$ cat src/rtl/arbitro_rr.sv
// rtl/arbitro_rr.sv - round-robin arbiter routing input FIFO words to output FIFOs by destination field
module arbitro_rr #(
   parameter int NUM_FIFOS      = 4,
   parameter int FIFO_WORD_SIZE = 10
) (
   input  logic                      clk,
   input  logic                      reset_L,
   input  logic                      arb_en,
   input  logic [NUM_FIFOS-1:0]      fifo_in_empty,
   input  logic [FIFO_WORD_SIZE-1:0] fifo_in_data0,
   input  logic [FIFO_WORD_SIZE-1:0] fifo_in_data1,
   input  logic [FIFO_WORD_SIZE-1:0] fifo_in_data2,
   input  logic [FIFO_WORD_SIZE-1:0] fifo_in_data3,
   input  logic [NUM_FIFOS-1:0]      fifo_out_almost_full,
   output logic [NUM_FIFOS-1:0]      pop_in,
   output logic [NUM_FIFOS-1:0]      push_out,
   output logic [FIFO_WORD_SIZE-1:0] data_out,
   output logic                      arb_idle
);

   logic [1:0]                rr_ptr;
   logic                      s1_valid;
   logic [1:0]                s1_src;
   logic                      stall;
   logic                      grant_valid;
   logic [1:0]                grant_idx;
   logic [1:0]                scan_idx;
   logic [FIFO_WORD_SIZE-1:0] s1_word;
   logic [1:0]                s1_dest;

   // Scan from the farthest offset down so the nearest non-empty FIFO to rr_ptr wins.
   always_comb begin
      stall       = (|fifo_out_almost_full) | ~arb_en | ~reset_L;
      grant_valid = 1'b0;
      grant_idx   = rr_ptr;
      scan_idx    = rr_ptr;
      pop_in      = '0;
      if (!stall) begin
         for (int k = 3; k >= 0; k--) begin
            scan_idx = rr_ptr + 2'(k);
            if (!fifo_in_empty[scan_idx]) begin
               grant_valid = 1'b1;
               grant_idx   = scan_idx;
            end
         end
      end
      if (grant_valid) begin
         pop_in[grant_idx] = 1'b1;
      end
   end

   always_comb begin
      s1_word = fifo_in_data0;
      case (s1_src)
         2'd1:    s1_word = fifo_in_data1;
         2'd2:    s1_word = fifo_in_data2;
         2'd3:    s1_word = fifo_in_data3;
         default: s1_word = fifo_in_data0;
      endcase
      s1_dest = s1_word[FIFO_WORD_SIZE-1 -: 2];
   end

   always_ff @(posedge clk or negedge reset_L) begin
      if (!reset_L) begin
         rr_ptr   <= 2'd0;
         s1_valid <= 1'b0;
         s1_src   <= 2'd0;
         push_out <= '0;
         data_out <= '0;
         arb_idle <= 1'b1;
      end else begin
         if (grant_valid) begin
            rr_ptr <= grant_idx + 2'd1;
         end
         s1_valid <= grant_valid;
         s1_src   <= grant_idx;
         // A popped word is always delivered; almost-full only blocks new pops.
         if (s1_valid) begin
            data_out <= s1_word;
            push_out <= NUM_FIFOS'(1) << s1_dest;
         end else begin
            push_out <= '0;
         end
         arb_idle <= (&fifo_in_empty) & ~s1_valid & ~grant_valid;
      end
   end

endmodule

$ cat config.mk
export PLATFORM = sky130hd
export DESIGN_NAME = arbitro_rr
export DESIGN_NICKNAME = d
export VERILOG_FILES = /design/src/rtl/arbitro_rr.sv
export SDC_FILE = /design/constraint.sdc
export NUM_CORES = 1
export LEC_CHECK = 0
export BUFFER_PORTS_ARGS = -buffer_cell sky130_fd_sc_hd__buf_2
export CAP_MARGIN = 20
export CORE_MARGIN = 3
export CORE_UTILIZATION = 48
export CTS_BUF_LIST = sky130_fd_sc_hd__clkbuf_4 sky130_fd_sc_hd__clkbuf_8
export DETAILED_ROUTE_END_ITERATION = 16
export PLACE_DENSITY = 0.86
export SETUP_SLACK_MARGIN = 0.5
export SYNTH_ARGS = -nofsm -noshare
export SYNTH_HDL_FRONTEND = slang
export SYNTH_SLANG_ARGS = --single-unit
$ cat constraint.sdc
create_clock -name clk -period 3.65 [get_ports clk]
set_input_delay 0.73 -clock clk [delete_from_list [all_inputs] [get_ports clk]]
set_output_delay 0.73 -clock clk [all_outputs]
set_load 0.01 [all_outputs]
==> metrics.txt <==
layout cell share with drive strength beyond 1 0.648; WL met3 roughly 260 µm; GPL Wtd Cong between 0.7 and 0.8; syn_area_per_cell ~14 µm²; crit path cell chain buf_2 > nor4_1 > and3_1 > o211ai_2 > xnor2_2 > nor3b_1 > buf_2; Critical Path Max Stage Delay between 0.3 and 0.4 ns; GRT Util Overall 0.190; Fin. Hold Viols 0; RSZ-0062 raised after global routing false; register bit count reported by yosys 20; status complete, no violations; Post-Route Utilization 0.690; register area share after synthesis 0.412; IO Pins 70; via-per-instance ratio 5.46; Routed Antenna Nets 0; CP Depth 7; H-tree depth 1; CP required 2.92 ns; Non-Filler Instances 187; Pleak approximately 0.85 nW; drt drc 0; final setup margin 0.730 ns; Worst R2R Start rr_ptr[1]$_DFFE_PN0P_; kind of critical path in -> out; Final Max Slew Viols 0; worst reg2reg path endpoint rr_ptr[1]$_DFFE_PN0P_; drt total wl approximately 2.9 mm; synthesized area 1220 µm²; count of buffers from port buffering about 70; Worst Path Buf+Inv 2; first-pass GRT wire length around 4.6 mm; largest net degree at the start of global routing 16; Setup violations, final 0; total CTS buffers 3; Gate Count Post-Synth 90; min Tclk post-route roughly 2.9 ns; dpl hpwl about 2.4 mm; WL met2 approximately 1.6 mm; CTS max path bufs 2; total global routing overflow 0; most frequent CP cell buf_2; final instance area ~1600 µm²; CTS Sinks 20; crit path capture type output pin; Max transition margin 0.583; pre-CTS setup slack 0.742 ns; WL/cell approximately 15 µm; IR Drop Worst-Case VDD a little over 0.3 mV; clock latency on the worst-skew pair between 0.2 and 0.3 ns; Fmax achieved 343 MHz; period utilisation layout 0.800; Layout Nets between 200 and 250; Min Hold Slack about 0.26 ns; root buffer cell clkbuf_4; # rows 17; Area Growth Syn to Fin 31.4%; ANT cells 0; CP delay by family, top simple AND/OR/NAND/NOR gates; Tot Pwr just over 0.7 mW; CTS tree built; Met1 Wirelength ~1.0 mm; hold buffers post-CTS 0; Crit-path slowest cell nor4_1; Setup TNS 0 ns; Startpoint Class input pin; DRT iter0 DRCs 30; Max Clock Skew between 0.01 and 0.015 ns; Die Ht about 56 µm; CP startpoint fifo_out_almost_full[1]; MaxCap Viol Count 0; fill count about 180; DR top layer met4; die area between 3000 and 4000 µm²; vias in the first global route 974; Reg2Reg Setup Slack 1.62 ns; dpl cell area ~1600 µm²; Initial Util 0.525; via count 1,021; Syn Nets between 100 and 150; Worst-Margin Slew approximately 0.62 ns; hold crit path type in -> async; Netlist cell types 31; Pre-Repair DR Iteration Count 4; dpl cells ~180; data arrival time of the worst path around 2.2 ns; initial antenna violation count 0; EDFF count, synth 0; post-synthesis async set-or-reset flop share 1.00; YS warnings 0; crit path to pop_in[1]; Core Footprint approximately 2300 µm²; PwrDens between 400 and 500 nW/µm²; Clk pin slew, worst setup/hold paths about 0.11 ns; largest fanout on the critical path 5; worst reg2reg path depth 4; Die W between 50 and 60 µm; Main synth FF type dfrtp_1
==> report_power, final <==
| part | switching [mW] | total (mW) | internal [mW] | leakage, nW |
|---|---|---|---|---|
| clock network | 0.0592 | 0.109 | 0.0499 | 0.0184 |
| logic | 0.0989 | 0.269 | 0.170 | 0.568 |
| registers | 0.0666 | 0.329 | 0.263 | 0.259 |
==> placed cells by master (no fill, tap or decap), types with 4 or more instances in the layout <==
cell type,instances
and3_1,4
buf_2,69
clkbuf_4,4
dfrtp_1,19
inv_1,4
mux2_2,10
mux4_2,11
nand2_1,4
o21ai_0,4
==> synth_stat cells (2+ instances only) <==
cell / n / area share
a211oi_1: 2 / 0.012
and3_1: 4 / 0.021
and3b_1: 2 / 0.014
buf_6: 3 / 0.028
clkbuf_1: 2 / 0.0062
dfrtp_1: 19 / 0.39
inv_1: 4 / 0.012
mux2_2: 10 / 0.092
mux4_2: 11 / 0.20
nand2_1: 4 / 0.012
nor2_1: 3 / 0.0092
nor3b_1: 3 / 0.018
o21ai_0: 4 / 0.016
o21bai_1: 2 / 0.012
==> layer usage <==
metal  up-vias  global-route usage
li1        482                   -
met1       496               0.226
met2        41               0.336
met3         2              0.0598
met4         0              0.0407
met5         -                   0
==> worst min path at each step <==
stage / start / endpoint / slack, ns / cells past startpoint
floorplan: reset_L / data_out[0]$_DFFE_PN0P_ / 0.43 / 0
global placement: data_out[1]$_DFFE_PN0P_ / data_out[1]$_DFFE_PN0P_ / 0.48 / 1
detailed placement: data_out[3]$_DFFE_PN0P_ / data_out[3]$_DFFE_PN0P_ / 0.49 / 1
CTS: reset_L / s1_src[0]$_DFF_PN0_ / 0.25 / 1
global route: reset_L / rr_ptr[1]$_DFFE_PN0P_ / 0.24 / 1
finish: reset_L / rr_ptr[1]$_DFFE_PN0P_ / 0.26 / 1
==> worst register-to-register path, delay by kind of cell, from the launching register on <==
family / cells / cell delay [ns]
compound gates: 1 / 0.14
flops: 1 / 0.61
xor+xnor: 1 / 0.35
mux: 2 / 0.84
==> cells by family after synthesis <==
family	after synthesis	share of synthesized area
multiplexers	22	0.308
AND/OR/NAND/NOR	21	0.101
flip-flops	20	0.412
AO/OA/AOI/OAI	13	0.0863
buffers and inverters	11	0.0534
XOR/XNOR	3	0.0391
==> sequential cells by signal, summed over array words and instances, names as in the netlist <==
| signal | flops |
|---|---|
| data_out | 10 |
| push_out | 4 |
| rr_ptr | 2 |
| s1_src | 2 |
| arb_idle | 1 |
| s1_valid | 1 |
==> cell type report <==
| type | count | area (µm²) | area share |
|---|---|---|---|
| Clock buffer | 4 | 30.0 | 0.0188 |
| Inverter | 4 | 15.0 | 0.00938 |
| Multi-Input combinational cell | 59 | 651 | 0.407 |
| Sequential cell | 20 | 502 | 0.314 |
| Tap cell | 28 | 35.0 | 0.0219 |
| Timing Repair Buffer | 72 | 368 | 0.230 |
==> what timing repair did <==
| item | in CTS | in global routing |
|---|---|---|
| setup endpoints to repair | 0 | 1 |
| endpoints found under the hold margin | 0 | 0 |
| buffers inserted | 0 | 2 |
| gates resized for setup | 0 | 0 |
Power figures use the tool's default switching activity.
